<file path="src/rtl/round_target_gen.sv">
// Round sequencer for the reaction game: picks a non-repeating 4-bit target from an
// LFSR, times each round, scores hits and ends the game after MAX_ROUNDS rounds.
module round_target_gen #(
  parameter int unsigned TIMEOUT_CYCLES = 50_000_000,
  parameter int unsigned MAX_ROUNDS     = 10,
  parameter logic [7:0]  LFSR_SEED      = 8'hA5
) (
  input  logic       i_clk,
  input  logic       i_rst,
  input  logic       i_start,
  input  logic       i_submit,
  input  logic       i_match,
  output logic [3:0] o_target,
  output logic       o_target_valid,
  output logic [3:0] o_round_no,
  output logic [3:0] o_score,
  output logic       o_result_ok,
  output logic       o_result_miss,
  output logic       o_game_over
);

  // state    | meaning
  // S_IDLE   | waiting for the first start after reset
  // S_GEN    | drawing a target that differs from the previous one
  // S_SHOW   | round open, timer running, waiting for submit
  // S_RESULT | one-cycle hit/miss pulse
  // S_DONE   | game over, waiting for start
  typedef enum logic [2:0] {S_IDLE, S_GEN, S_SHOW, S_RESULT, S_DONE} state_t;

  localparam logic [31:0] LP_TIMEOUT = 32'(TIMEOUT_CYCLES);
  localparam logic [3:0]  LP_MAX     = 4'(MAX_ROUNDS);

  state_t      r_state, w_state_nxt;
  logic [7:0]  r_lfsr;
  logic [7:0]  w_lfsr_nxt;
  logic [3:0]  r_prev, w_prev_nxt;
  logic [31:0] r_timer, w_timer_nxt;
  logic [3:0]  r_target, w_target_nxt;
  logic        r_valid, w_valid_nxt;
  logic [3:0]  r_round, w_round_nxt;
  logic [3:0]  r_score, w_score_nxt;
  logic        r_ok, w_ok_nxt;
  logic        r_miss, w_miss_nxt;
  logic        r_over, w_over_nxt;

  // x^8+x^6+x^5+x^4+1, free-running so start timing picks the sequence position
  assign w_lfsr_nxt = {r_lfsr[6:0], r_lfsr[7] ^ r_lfsr[5] ^ r_lfsr[4] ^ r_lfsr[3]};

  always_ff @(posedge i_clk) begin
    if (i_rst) begin
      r_state  <= S_IDLE;
      r_lfsr   <= LFSR_SEED;
      r_prev   <= 4'd0;
      r_timer  <= 32'd0;
      r_target <= 4'd0;
      r_valid  <= 1'b0;
      r_round  <= 4'd0;
      r_score  <= 4'd0;
      r_ok     <= 1'b0;
      r_miss   <= 1'b0;
      r_over   <= 1'b0;
    end else begin
      r_state  <= w_state_nxt;
      r_lfsr   <= w_lfsr_nxt;
      r_prev   <= w_prev_nxt;
      r_timer  <= w_timer_nxt;
      r_target <= w_target_nxt;
      r_valid  <= w_valid_nxt;
      r_round  <= w_round_nxt;
      r_score  <= w_score_nxt;
      r_ok     <= w_ok_nxt;
      r_miss   <= w_miss_nxt;
      r_over   <= w_over_nxt;
    end
  end

  always_comb begin
    w_state_nxt  = r_state;
    w_prev_nxt   = r_prev;
    w_timer_nxt  = r_timer;
    w_target_nxt = r_target;
    w_valid_nxt  = r_valid;
    w_round_nxt  = r_round;
    w_score_nxt  = r_score;
    w_ok_nxt     = 1'b0;
    w_miss_nxt   = 1'b0;
    w_over_nxt   = r_over;
    case (r_state)
      S_IDLE: begin
        if (i_start) begin
          w_state_nxt = S_GEN;
          w_score_nxt = 4'd0;
          w_round_nxt = 4'd0;
        end
      end
      S_GEN: begin
        // round 1 may repeat the last target of the previous game
        if ((r_lfsr[3:0] != r_prev) || (r_round == 4'd0)) begin
          w_target_nxt = r_lfsr[3:0];
          w_prev_nxt   = r_lfsr[3:0];
          w_valid_nxt  = 1'b1;
          w_round_nxt  = r_round + 4'd1;
          w_timer_nxt  = LP_TIMEOUT;
          w_state_nxt  = S_SHOW;
        end
      end
      S_SHOW: begin
        w_timer_nxt = r_timer - 32'd1;
        if (i_submit) begin
          w_valid_nxt = 1'b0;
          w_state_nxt = S_RESULT;
          if (i_match) begin
            w_ok_nxt    = 1'b1;
            w_score_nxt = (r_score == 4'd15) ? 4'd15 : r_score + 4'd1;
          end else begin
            w_miss_nxt  = 1'b1;
          end
        end else if (r_timer == 32'd1) begin
          w_valid_nxt = 1'b0;
          w_miss_nxt  = 1'b1;
          w_state_nxt = S_RESULT;
        end
      end
      S_RESULT: begin
        if (r_round == LP_MAX) begin
          w_state_nxt = S_DONE;
          w_over_nxt  = 1'b1;
        end else begin
          w_state_nxt = S_GEN;
        end
      end
      S_DONE: begin
        if (i_start) begin
          w_state_nxt = S_GEN;
          w_score_nxt = 4'd0;
          w_round_nxt = 4'd0;
          w_over_nxt  = 1'b0;
        end
      end
      default: w_state_nxt = S_IDLE;
    endcase
  end

  assign o_target       = r_target;
  assign o_target_valid = r_valid;
  assign o_round_no     = r_round;
  assign o_score        = r_score;
  assign o_result_ok    = r_ok;
  assign o_result_miss  = r_miss;
  assign o_game_over    = r_over;

endmodule

</file>
<file path="config.mk">
export PLATFORM = sky130hd
export DESIGN_NAME = round_target_gen
export DESIGN_NICKNAME = d
export VERILOG_FILES = /design/src/rtl/round_target_gen.sv
export SDC_FILE = /design/constraint.sdc
export NUM_CORES = 1
export LEC_CHECK = 0
export BUFFER_PORTS_ARGS = -buffer_cell sky130_fd_sc_hd__buf_2
export CAP_MARGIN = 20
export CORE_MARGIN = 2
export CORE_UTILIZATION = 54
export CTS_CLUSTER_SIZE = 16
export DETAILED_ROUTE_END_ITERATION = 7
export HOLD_SLACK_MARGIN = 0.1
export PLACE_DENSITY = 0.69
export SLEW_MARGIN = 20
export SYNTH_ARGS = -nofsm -noshare
export SYNTH_HDL_FRONTEND = slang
export SYNTH_SLANG_ARGS = --single-unit
</file>
<file path="constraint.sdc">
create_clock -name i_clk -period 6.4 [get_ports i_clk]
set_clock_uncertainty 0.05 [all_clocks]
set_input_delay 0.64 -clock i_clk [delete_from_list [all_inputs] [get_ports i_clk]]
set_output_delay 0.64 -clock i_clk [all_outputs]
set_load 0.01 [all_outputs]
</file>
# Yosys cells after proc, flatten, opt, wreduce, memory -nomap -nowiden
# Index checks and enable logic that the tools add are counted.
# W data, S select, Z words.
[totals] ff_bits=59 in_bits=5 out_inout_bits=16 wordCells=76
[classes] addsub=3 eq_ne=15 mux=26 bitwise_logic=5 n_reduce_logical=17
[ops] op="$pmux W32 S2" count=1
[ops] op="$eq A32 B1 Y1 const B" count=1
[ops] op="$mux W32" count=1
[ops] op="$sub A32 B1 Y32 const B" count=1
[ops] op="$mux W4" count=5
[ops] op="$pmux W4 S2" count=2
[ops] op="$mux W3" count=5
[ops] op="$pmux W3 S4" count=1
[ops] op="$reduce_and A3 Y1" count=4
[ops] op="$ne A2 B2 Y1 const B" count=5
[ops] op="$mux W1" count=9
[ops] op="$add A4 B1 Y4 const B" count=2
[ops] op="$eq A4 B4 Y1 const B" count=2
[ops] op="$reduce_bool A2 Y1" count=4
[ops] op="$eq A3 B2 Y1 const B" count=2
[ops] op="$logic_not A4 Y1" count=1
[ops] op="$ne A4 B4 Y1" count=1
[ops] op="$pmux W1 S2" count=2
[ops] op="$reduce_and A2 Y1" count=2
[ops] op="$reduce_and A4 Y1" count=1
[ops] op="$reduce_or A2 Y1" count=2
[ops] op="$eq A3 B1 Y1 const B" count=1
[ops] op="$eq A3 B3 Y1 const B" count=1
[ops] op="$logic_not A3 Y1" count=1
[ops] op="6 further kinds" count=9

# Logic depth before layout (Yosys ltp)
# Gate-level depths: netlist of the first run.
[depth] ltp_word=5 depth_mapped=8 ltp_nobuf=7

# Least setup slack after synthesis of the first run
# Ideal clock, no wire load.
[synth_path] path_kind="reg2reg" startpoint="register r_timer[24]" endpoint="register r_miss, in the netlist o_result_miss" setup_ns=0.073 arrival_ns=2.240 required_ns=6.277 path_slack_ns=4.037 path_stages_with_launch=6 n_path_buf=0 period_less_slack_ns=2.363 path_cell_list="dfxtp_1 or4_4 or4_4 or4_1 mux2_2 nor3_2"
[synth_between] elab_chain_len=3
[synth_rtl] item="from (decl)" line="37" source="logic [31:0] r_timer, w_timer_nxt;"
[synth_rtl] item="from (signal assigned)" line="66" source="r_timer <= w_timer_nxt;"
[synth_rtl] item="$eq A32 B1 Y1" line="118" source="end else if (r_timer == 32'd1) begin"
[synth_rtl] item="$mux W1" line="118"
[synth_rtl] item="$mux W1" line="109" source="if (i_submit) begin"
[synth_rtl] item="to (signal assigned)" line="72" source="r_miss <= w_miss_nxt;"
[synth_rtl] item="to (decl)" line="43" source="logic r_miss, w_miss_nxt;"
# Every way passes these cells.
# A chain may end at the register's enable or synchronous reset.

# Final worst setup path of the first run
[layout_path] startpoint="register r_timer[8]" endpoint="register r_timer[25]"
[layout_between] elab_chain_len=2
[layout_rtl] item="$sub A32 B1 Y32" line="108" source="w_timer_nxt = r_timer - 32'd1;"
[layout_rtl] item="$pmux W32 S2" line="88" source="case (r_state)"
# Every way passes these cells.

==> impl_results.html, run 1 <==
<table>
<tr><th>Metric</th><th>Value</th></tr>
<tr><th colspan="2">Synthesis</th></tr>
<tr><td>Most common cell in the synthesized netlist</td><td>sky130_fd_sc_hd__dfxtp_1</td></tr>
<tr><td>Synthesized-area fraction occupied by adder cells</td><td>2.697%</td></tr>
<tr><td>Synthesized area per cell</td><td>8.540 um2</td></tr>
<tr><td>Warning count from the yosys run</td><td>0</td></tr>
<tr><td>Cell taking the most area after synthesis</td><td>sky130_fd_sc_hd__dfxtp_1</td></tr>
<tr><td>Seq/Total Area, Yosys</td><td>42.43%</td></tr>
<tr><td>Top cell type's share of synthesized area</td><td>42.43%</td></tr>
<tr><td>Share of flip-flops with an asynchronous set or reset</td><td>0%</td></tr>
<tr><td>Dominant combinational cell family by area after synthesis</td><td>simple AND/OR/NAND/NOR gates</td></tr>
<tr><td>Number of enable flip-flop cells after synthesis</td><td>0</td></tr>
<tr><td>Share of the synthesized area in compound gates (AO/OA/AOI/OAI)</td><td>17.39%</td></tr>
<tr><td>Xor and xnor area share after synthesis</td><td>3.461%</td></tr>
<tr><td>Count of state elements after synthesis</td><td>59</td></tr>
<tr><td>Most instantiated cells after synthesis</td><td>sky130_fd_sc_hd__dfxtp_1, sky130_fd_sc_hd__a21oi_1, sky130_fd_sc_hd__nor2_1, sky130_fd_sc_hd__nand2_1, sky130_fd_sc_hd__nand3_1</td></tr>
<tr><td>Number of instances in the synthesized netlist</td><td>326</td></tr>
<tr><td>Synthesized area</td><td>2784 um2</td></tr>
<tr><td>Main synth FF type</td><td>sky130_fd_sc_hd__dfxtp_1</td></tr>
<tr><td>Basic-gate share of the synthesized area counting and, or, nand and nor cells</td><td>30.16%</td></tr>
<tr><td>Top cells by area, synth</td><td>sky130_fd_sc_hd__dfxtp_1, sky130_fd_sc_hd__a21oi_1, sky130_fd_sc_hd__nor2_1</td></tr>
<tr><td>Syn_nets</td><td>337</td></tr>
<tr><td>Number of distinct library cell variants in the gate-level netlist after synthesis</td><td>50</td></tr>
<tr><td>Mux contribution to synthesized area</td><td>0.7640%</td></tr>
<tr><th colspan="2">Clock network</th></tr>
<tr><td>Number of CTS-inserted buffers</td><td>9</td></tr>
<tr><td>Number of buffers between clock root and the deepest sink</td><td>2</td></tr>
<tr><td>Post-CTS Hold Buffers</td><td>0</td></tr>
<tr><td>Post_cts resized</td><td>0</td></tr>
<tr><td>CTS H-Tree Depth</td><td>3</td></tr>
<tr><td>Clock root buffer master</td><td>sky130_fd_sc_hd__clkbuf_8</td></tr>
<tr><td># Post-CTS Setup Buffers</td><td>0</td></tr>
<tr><td>Clock latency at the later pin of the worst-skew pair</td><td>340 ps</td></tr>
<tr><td>Number of clock sinks</td><td>59</td></tr>
<tr><td>Clock slew seen by the registers of the worst setup and hold paths</td><td>70 ps</td></tr>
<tr><td>TritonCTS clock tree</td><td>done</td></tr>
<tr><th colspan="2">Setup path</th></tr>
<tr><td>Number of cell instances on the worst register-to-register path</td><td>5</td></tr>
<tr><td>Startpoint of the worst register-to-register path</td><td>r_timer[8]</td></tr>
<tr><td>Worst path required time</td><td>6610 ps</td></tr>
<tr><td>Data arrival at the endpoint of the critical path</td><td>2740 ps</td></tr>
<tr><td>Setup slack, reg-to-reg</td><td>3870 ps</td></tr>
<tr><td>Startpoint type of the worst setup path</td><td>flop</td></tr>
<tr><td>Max FO, Critical Path</td><td>7</td></tr>
<tr><td>Number of buffer and inverter stages on the critical path</td><td>0</td></tr>
<tr><td>Kind of capture point of the worst setup path</td><td>flop</td></tr>
<tr><td>Logic depth of the worst path, buffers included</td><td>5</td></tr>
<tr><td>Startpoint of the worst setup timing path</td><td>r_timer[8]</td></tr>
<tr><td>Capture instance of the worst register-to-register path</td><td>r_timer[25]</td></tr>
<tr><td>Critical path class</td><td>flop to flop</td></tr>
<tr><td>Critical Path, Cell by Cell</td><td>or4_1 -&gt; nor3_1 -&gt; nand3_1 -&gt; or4b_1 -&gt; a31oi_1</td></tr>
<tr><td>Slowest cell on the critical path</td><td>sky130_fd_sc_hd__or4_1</td></tr>
<tr><td>Dominant delay contributor by cell family on the critical path</td><td>simple AND/OR/NAND/NOR gates</td></tr>
<tr><td>Largest stage delay on the critical path</td><td>550 ps</td></tr>
<tr><th colspan="2">Timing</th></tr>
<tr><td>Total count of hold-check failures in the final report</td><td>0</td></tr>
<tr><td>Maximum frequency from static timing analysis</td><td>0.3949 GHz</td></tr>
<tr><td>RSZ-0062 raised after global routing</td><td>false</td></tr>
<tr><td>Final cycle utilization of the critical path</td><td>39.57%</td></tr>
<tr><td>Total of endpoints with negative setup slack in the final report</td><td>0</td></tr>
<tr><td>Worst hold slack</td><td>356.7 ps</td></tr>
<tr><td>Max transition margin</td><td>31.32%</td></tr>
<tr><td>Actual transition at the worst max-transition pin</td><td>1030 ps</td></tr>
<tr><td>Minimum period implied by the final worst setup slack</td><td>2533 ps</td></tr>
<tr><td>Final number of max-transition violations</td><td>0</td></tr>
<tr><td>Total negative slack for setup checks</td><td>0 ps</td></tr>
<tr><th colspan="2">Worst hold path</th></tr>
<tr><td>Hold-critical path depth</td><td>1</td></tr>
<tr><td>Sink of the worst hold path</td><td>r_lfsr[7]</td></tr>
<tr><td>Startpoint of the most critical hold path</td><td>r_lfsr[6]</td></tr>
<tr><td>HP Class</td><td>flop to flop</td></tr>
<tr><th colspan="2">Power and ir drop</th></tr>
<tr><td>Gate power share</td><td>23.8%</td></tr>
<tr><td>Maximum vdd drop</td><td>153.0 uV</td></tr>
<tr><td>Total power divided by cell area</td><td>326.1 nW/um2</td></tr>
<tr><td>Overall power of the completed layout</td><td>1022 uW</td></tr>
<tr><td>Switching pwr</td><td>332.2 uW</td></tr>
<tr><td>Switching share of power</td><td>32.49%</td></tr>
<tr><td>Relative contribution of sequential cells to total power</td><td>43.2%</td></tr>
<tr><td>P_int</td><td>690.3 uW</td></tr>
<tr><td>Leakage component of the power</td><td>0.001193 uW</td></tr>
<tr><td>Portion of total power attributed to the clock network</td><td>33.0%</td></tr>
<tr><th colspan="2">Routing</th></tr>
<tr><td>Number of design rule violations left after detail routing</td><td>0</td></tr>
<tr><td>Vias per inst</td><td>5.800</td></tr>
<tr><td>1st-iter DRT viols</td><td>120</td></tr>
<tr><td>Overall via count from detail_route</td><td>2436</td></tr>
<tr><td>Detailed Routing Iterations Pass 1</td><td>4</td></tr>
<tr><td>Remaining antenna violation count after routing</td><td>0</td></tr>
<tr><td>Routed WL per cell</td><td>14.27 um</td></tr>
<tr><td>Total wire length after detailed routing</td><td>5993 um</td></tr>
<tr><th colspan="2">Finish</th></tr>
<tr><td>Cell Count, Final, Fillers Out</td><td>420</td></tr>
<tr><td>Diodes inserted</td><td>0</td></tr>
<tr><td>Fraction of layout instances using a drive strength above 1</td><td>17.14%</td></tr>
<tr><td>Area Overhead vs Synth</td><td>12.63%</td></tr>
<tr><td>FILL cells</td><td>452</td></tr>
<tr><td>Count of nets after finishing</td><td>356</td></tr>
<tr><th colspan="2">GRT</th></tr>
<tr><td>Pin count of the biggest net entering global routing</td><td>60</td></tr>
<tr><td>Antenna violations before repair</td><td>0</td></tr>
<tr><td>Vias in the first global route</td><td>2135</td></tr>
<tr><td>Overall track demand over capacity in global routing</td><td>22.56%</td></tr>
<tr><td>Global-route wire length before repair</td><td>9742 um</td></tr>
<tr><td>Total global routing overflow</td><td>0</td></tr>
<tr><th colspan="2">Floorplan</th></tr>
<tr><td>Core outline area</td><td>5042 um2</td></tr>
<tr><td>Total I/O pin count</td><td>21</td></tr>
<tr><td>Die outline width</td><td>75.80 um</td></tr>
<tr><td>Die height</td><td>75.80 um</td></tr>
<tr><td>Std-Cell Rows</td><td>26</td></tr>
<tr><td>Initial core utilization</td><td>55.21%</td></tr>
<tr><td>Die Footprint</td><td>5746 um2</td></tr>
<tr><th colspan="2">Placed design</th></tr>
<tr><td>Weighted congestion reported at the end of routability-driven placement</td><td>0.7761</td></tr>
<tr><td>Placed Cells incl. Taps</td><td>404</td></tr>
<tr><td>DP Wirelength</td><td>3918 um</td></tr>
<tr><td>Count of buffers from port buffering</td><td>20</td></tr>
<tr><th colspan="2">Flow run</th></tr>
<tr><td>Count of max-cap constraint violations</td><td>0</td></tr>
<tr><th colspan="2">Status</th></tr>
<tr><td>Run status</td><td>complete, no violations</td></tr>
</table>
area by class of cell:
cell class	instances	area, um2	share of cell area [%]
clock inverters	5	52.55	1.676
well taps	70	87.58	2.793
multi-input cells	244	1520	48.48
flip-flops and latches	59	1181	37.67
clock buffers	11	141.4	4.509
inverters	8	30.03	0.9577
repair buffers	23	122.6	3.911
cells in the final DEF (no fill, tap or decap), types with 8 or more instances in the layout:
cell type                  instances
sky130_fd_sc_hd__nand3_1          17
sky130_fd_sc_hd__buf_2            20
sky130_fd_sc_hd__dfxtp_1          59
sky130_fd_sc_hd__xor2_1            8
sky130_fd_sc_hd__nand2_1          18
sky130_fd_sc_hd__or3_1             8
sky130_fd_sc_hd__o211ai_1          8
sky130_fd_sc_hd__clkbuf_8         10
sky130_fd_sc_hd__a21oi_1          34
sky130_fd_sc_hd__inv_1             8
sky130_fd_sc_hd__or2_2            11
sky130_fd_sc_hd__nor3_1           12
sky130_fd_sc_hd__or4_1             9
sky130_fd_sc_hd__nor2_1           25
logic make-up (layout without fill, tap and decap cells):
group | Yosys count | in the layout
adders and majority gates | 6 | 6
muxes | 2 | 2
AOI/OAI and AO/OA | 77 | 77
buffers and inverters | 23 | 47
and+or+nand+nor | 148 | 148
DFF | 59 | 59
xor gates and xnor gates | 11 | 11
worst max path at each step:
| stage | to | slack, ps |
|---|---|---|
| CTS | r_timer[28] | 3920 |
| detailed placement | r_timer[25] | 3930 |
| global placement | o_result_miss | 3980 |
| finish | r_timer[25] | 3870 |
| floorplan | o_result_miss | 4040 |
| global route | r_timer[28] | 3690 |
metrics by stage:
stage / area (um2) / setup slack, ps / utilization (%)
after CTS: 3136 / 3921 / 62.18
after detailed placement: 2942 / 3933 / 58.34
after global routing: 3136 / 3693 / 62.18
after global placement: 2942 / 3975 / 58.34
after floorplan: 2784 / 4037 / -
final: 3136 / 3867 / 62.18
registers in the layout (all words and copies together) (netlist names), 3 cells and up:
name	flops
o_round_no	4
o_score	4
o_target	4
r_lfsr	8
r_state	3
r_timer	32
routing by layer:
layer | up-vias | global-route usage, % | wire length (um)
met2 | 45 | 35.44 | 2751
met5 | - | 0 | 0
met1 | 1136 | 27.74 | 2884
met4 | 0 | 12.67 | 155
met3 | 14 | 6.349 | 202
li1 | 1241 | - | -
power by group through the flow:
stage	sequential (uW)	combinational, uW	clock, uW
finish	442	244	337
global route	447	278	357
CTS	441	245	343
detailed placement	449	243	0
global placement	448	240	0
floorplan	442	187	0
worst reg2reg max path, stage by stage, from the launching register on:
cell	delay, ps
sky130_fd_sc_hd__dfxtp_1	360
sky130_fd_sc_hd__or4_1	550
sky130_fd_sc_hd__nor3_1	470
sky130_fd_sc_hd__nand3_1	280
sky130_fd_sc_hd__or4b_1	540
sky130_fd_sc_hd__a31oi_1	200
(Power assumes the default switching activity.)
==> run 2, diff against run 1 <==
Settings changed: CORE_UTILIZATION 54 to 53, PLACE_DENSITY 0.69 to 0.7.
Clock period 6.4 ns to 2.29 ns, I/O delays scaled along.
==> run 2 against run 1 <==
The run now ends with setup timing left. Core utilization up 5.1 points. Register-to-register slack worse by 3900 ps. Sequential power grew to 2.8 times the previous value. Largest cell class unchanged. Final area is 8.9% higher. Non-clock buffer count rose by 30.
==> impl_results.html, run 2 (synthesized netlist as in run 1, its figures left out) <==
<table>
<tr><th>Metric</th><th>Value</th></tr>
<tr><th colspan="2">Setup path</th></tr>
<tr><td>Kind of capture point of the worst setup path</td><td>flop</td></tr>
<tr><td>Critical path class</td><td>flop to flop</td></tr>
<tr><td>Worst path required time</td><td>2510 ps</td></tr>
<tr><td>Slowest cell on the critical path</td><td>sky130_fd_sc_hd__or4_4</td></tr>
<tr><td>Critical Path, Cell by Cell</td><td>or4_4 -&gt; or4_4 -&gt; or4_4 -&gt; mux2_2 -&gt; nor3_2</td></tr>
<tr><td>Startpoint type of the worst setup path</td><td>flop</td></tr>
<tr><td>Max FO, Critical Path</td><td>3</td></tr>
<tr><td>Most numerous cell on the critical path</td><td>sky130_fd_sc_hd__or4_4</td></tr>
<tr><td>Data arrival at the endpoint of the critical path</td><td>2560 ps</td></tr>
<tr><td>Largest stage delay on the critical path</td><td>530 ps</td></tr>
<tr><th colspan="2">Routing</th></tr>
<tr><td>Detailed Routing Iterations Pass 1</td><td>4</td></tr>
<tr><td>1st-iter DRT viols</td><td>104</td></tr>
<tr><td>Overall via count from detail_route</td><td>2594</td></tr>
<tr><td>Routed WL per cell</td><td>14.23 um</td></tr>
<tr><td>Number of design rule violations left after detail routing</td><td>0</td></tr>
<tr><td>Remaining antenna violation count after routing</td><td>0</td></tr>
<tr><td>Vias per inst</td><td>5.764</td></tr>
<tr><td>Total wire length after detailed routing</td><td>6403 um</td></tr>
<tr><th colspan="2">Power and ir drop</th></tr>
<tr><td>Maximum vdd drop</td><td>548.7 uV</td></tr>
<tr><td>Portion of total power attributed to the clock network</td><td>30.9%</td></tr>
<tr><td>Gate power share</td><td>29.1%</td></tr>
<tr><td>Leakage component of the power</td><td>0.001351 uW</td></tr>
<tr><td>P_int</td><td>2071 uW</td></tr>
<tr><td>Switching share of power</td><td>32.46%</td></tr>
<tr><td>Total power divided by cell area</td><td>898.4 nW/um2</td></tr>
<tr><td>Relative contribution of sequential cells to total power</td><td>40.0%</td></tr>
<tr><td>Overall power of the completed layout</td><td>3067 uW</td></tr>
<tr><td>Switching pwr</td><td>995.4 uW</td></tr>
<tr><th colspan="2">Floorplan</th></tr>
<tr><td>Initial core utilization</td><td>54.86%</td></tr>
<tr><td>Total I/O pin count</td><td>21</td></tr>
<tr><td>Die height</td><td>76.48 um</td></tr>
<tr><td>Std-Cell Rows</td><td>26</td></tr>
<tr><td>Core outline area</td><td>5075 um2</td></tr>
<tr><td>Die Footprint</td><td>5848 um2</td></tr>
<tr><td>Die outline width</td><td>76.48 um</td></tr>
<tr><th colspan="2">Timing</th></tr>
<tr><td>Total negative slack for setup checks</td><td>-43.17 ps</td></tr>
<tr><td>Minimum period implied by the final worst setup slack</td><td>2333 ps</td></tr>
<tr><td>RSZ-0062 raised after global routing</td><td>true</td></tr>
<tr><td>Total of endpoints with negative setup slack in the final report</td><td>1</td></tr>
<tr><td>Max transition margin</td><td>70.28%</td></tr>
<tr><td>Total count of hold-check failures in the final report</td><td>0</td></tr>
<tr><td>Final number of max-transition violations</td><td>0</td></tr>
<tr><td>Least setup slack across all paths after layout</td><td>-43.17 ps</td></tr>
<tr><td>Maximum frequency from static timing analysis</td><td>0.4286 GHz</td></tr>
<tr><td>Final cycle utilization of the critical path</td><td>101.9%</td></tr>
<tr><td>Actual transition at the worst max-transition pin</td><td>445.9 ps</td></tr>
<tr><th colspan="2">GRT</th></tr>
<tr><td>Vias in the first global route</td><td>2416</td></tr>
<tr><td>Global-route wire length before repair</td><td>11230 um</td></tr>
<tr><td>Antenna violations before repair</td><td>0</td></tr>
<tr><td>Total global routing overflow</td><td>0</td></tr>
<tr><td>Pin count of the biggest net entering global routing</td><td>30</td></tr>
<tr><td>Overall track demand over capacity in global routing</td><td>23.45%</td></tr>
<tr><th colspan="2">Clock network</th></tr>
<tr><td>Number of clock sinks</td><td>59</td></tr>
<tr><td>Number of buffers between clock root and the deepest sink</td><td>2</td></tr>
<tr><td>Number of CTS-inserted buffers</td><td>9</td></tr>
<tr><td>CTS H-Tree Depth</td><td>3</td></tr>
<tr><td>TritonCTS clock tree</td><td>done</td></tr>
<tr><td>Clock slew seen by the registers of the worst setup and hold paths</td><td>70 ps</td></tr>
<tr><td>Clock root buffer master</td><td>sky130_fd_sc_hd__clkbuf_8</td></tr>
<tr><td>Clock latency at the later pin of the worst-skew pair</td><td>340 ps</td></tr>
<tr><th colspan="2">Status</th></tr>
<tr><td>Violated checks</td><td>setup timing</td></tr>
<tr><td>Run status</td><td>finished, violations left</td></tr>
<tr><th colspan="2">Finish</th></tr>
<tr><td>Max FFs per register</td><td>32</td></tr>
<tr><td>Largest registers</td><td>r_timer x32, r_lfsr x8</td></tr>
<tr><td>Most common cell after layout, fill and taps aside</td><td>sky130_fd_sc_hd__dfxtp_1</td></tr>
<tr><td>Area Overhead vs Synth</td><td>22.61%</td></tr>
<tr><td>Commonest cells after routing, fill and taps aside</td><td>sky130_fd_sc_hd__dfxtp_1, sky130_fd_sc_hd__a21oi_1, sky130_fd_sc_hd__buf_4</td></tr>
<tr><td>Count of nets after finishing</td><td>386</td></tr>
<tr><td>Register ranked first by flip-flop count</td><td>r_timer</td></tr>
<tr><td>Fraction of layout instances using a drive strength above 1</td><td>25.26%</td></tr>
<tr><td>Diodes inserted</td><td>0</td></tr>
<tr><th colspan="2">Placed design</th></tr>
<tr><td>Weighted congestion reported at the end of routability-driven placement</td><td>0.8031</td></tr>
<tr><td>Count of buffers from port buffering</td><td>20</td></tr>
<tr><td>DP Wirelength</td><td>4328 um</td></tr>
<tr><td>Worst-case setup slack after placement</td><td>-42.53 ps</td></tr>
<tr><th colspan="2">Worst hold path</th></tr>
<tr><td>HP Class</td><td>input port to flop</td></tr>
<tr><th colspan="2">Flow run</th></tr>
<tr><td>Count of max-cap constraint violations</td><td>0</td></tr>
</table>
==> run 2: cell types whose count changed in the layout (fill, tap and decap cells not counted), moves of 2 or more <==
cell                            change
sky130_fd_sc_hd__buf_4             +27
sky130_fd_sc_hd__dlygate4sd3_1      +2
sky130_fd_sc_hd__nand3_1            -2
sky130_fd_sc_hd__nand3_2            +2
sky130_fd_sc_hd__or4_1              -2
sky130_fd_sc_hd__or4_4              +2
==> run 2: layer usage <==
| metal | global-route usage, % | up-vias | wire [um] | share of wire (%) |
|---|---|---|---|---|
| met5 | 0 | - | 0 | 0 |
| met4 | 10.00 | 0 | 115 | 1.8 |
| met3 | 3.673 | 12 | 303 | 4.7 |
| met2 | 38.05 | 53 | 2980 | 47 |
| met1 | 31.04 | 1225 | 3003 | 47 |
| li1 | - | 1304 | - | - |
==> run 2: what timing repair did <==
item / 4_1_cts / 5_1_grt
hold endpoints to repair: 1 / 0
setup buffers: 1 / 1
hold buffers: 2 / 0
pin swaps: 2 / 3
resized for setup: 3 / 5
endpoints found under the setup margin: 4 / 11
==> run 2: path summary, 6_finish.rpt <==
kind                         to         from  slack [ps]  depth (start not counted)
setup / recovery  o_result_miss  r_timer[21]         -40                          5
hold / removal    o_result_miss      i_match         150                          3
setup reg to reg  o_result_miss  r_timer[21]         -40                          5
hold reg to reg       r_lfsr[7]    r_lfsr[6]         380                          1
==> run 2: area by class of cell <==
cell class / instances / area (um2)
clock buffer: 11 / 141.4
clock inverter: 5 / 52.55
fill: 438 / 1662
inverter: 8 / 30.03
multi-input combinational: 244 / 1554
sequential: 59 / 1182
tap: 70 / 87.58
timing repair buffer: 53 / 365.4
==> run 2: power groups by stage <==
stage | Combinational, uW | Sequential, uW | Clock [uW]
floorplan | 522 | 1230 | 0
global placement | 810 | 1240 | 0
detailed placement | 824 | 1240 | 0
CTS | 855 | 1220 | 959
global route | 990 | 1240 | 1000
finish | 891 | 1230 | 949
==> run 2: critical path: cells and delay by family (launching register included) <==
family,cells,cell delay [ps]
mux,1,280
flops,1,320
simple gates,4,1620
==> run 2: per-stage QoR <==
step	cells	cell area, um2	utilization [%]	hold slack, ps
3_3_place_gp	430	3149	62.06	349.9
5_1_grt	450	3413	67.26	166.8
6_report	450	3413	67.26	152.5
4_1_cts	449	3383	66.67	147.6
3_5_place_dp	430	3149	62.06	361.4
2_1_floorplan	326	2784	-	268.7
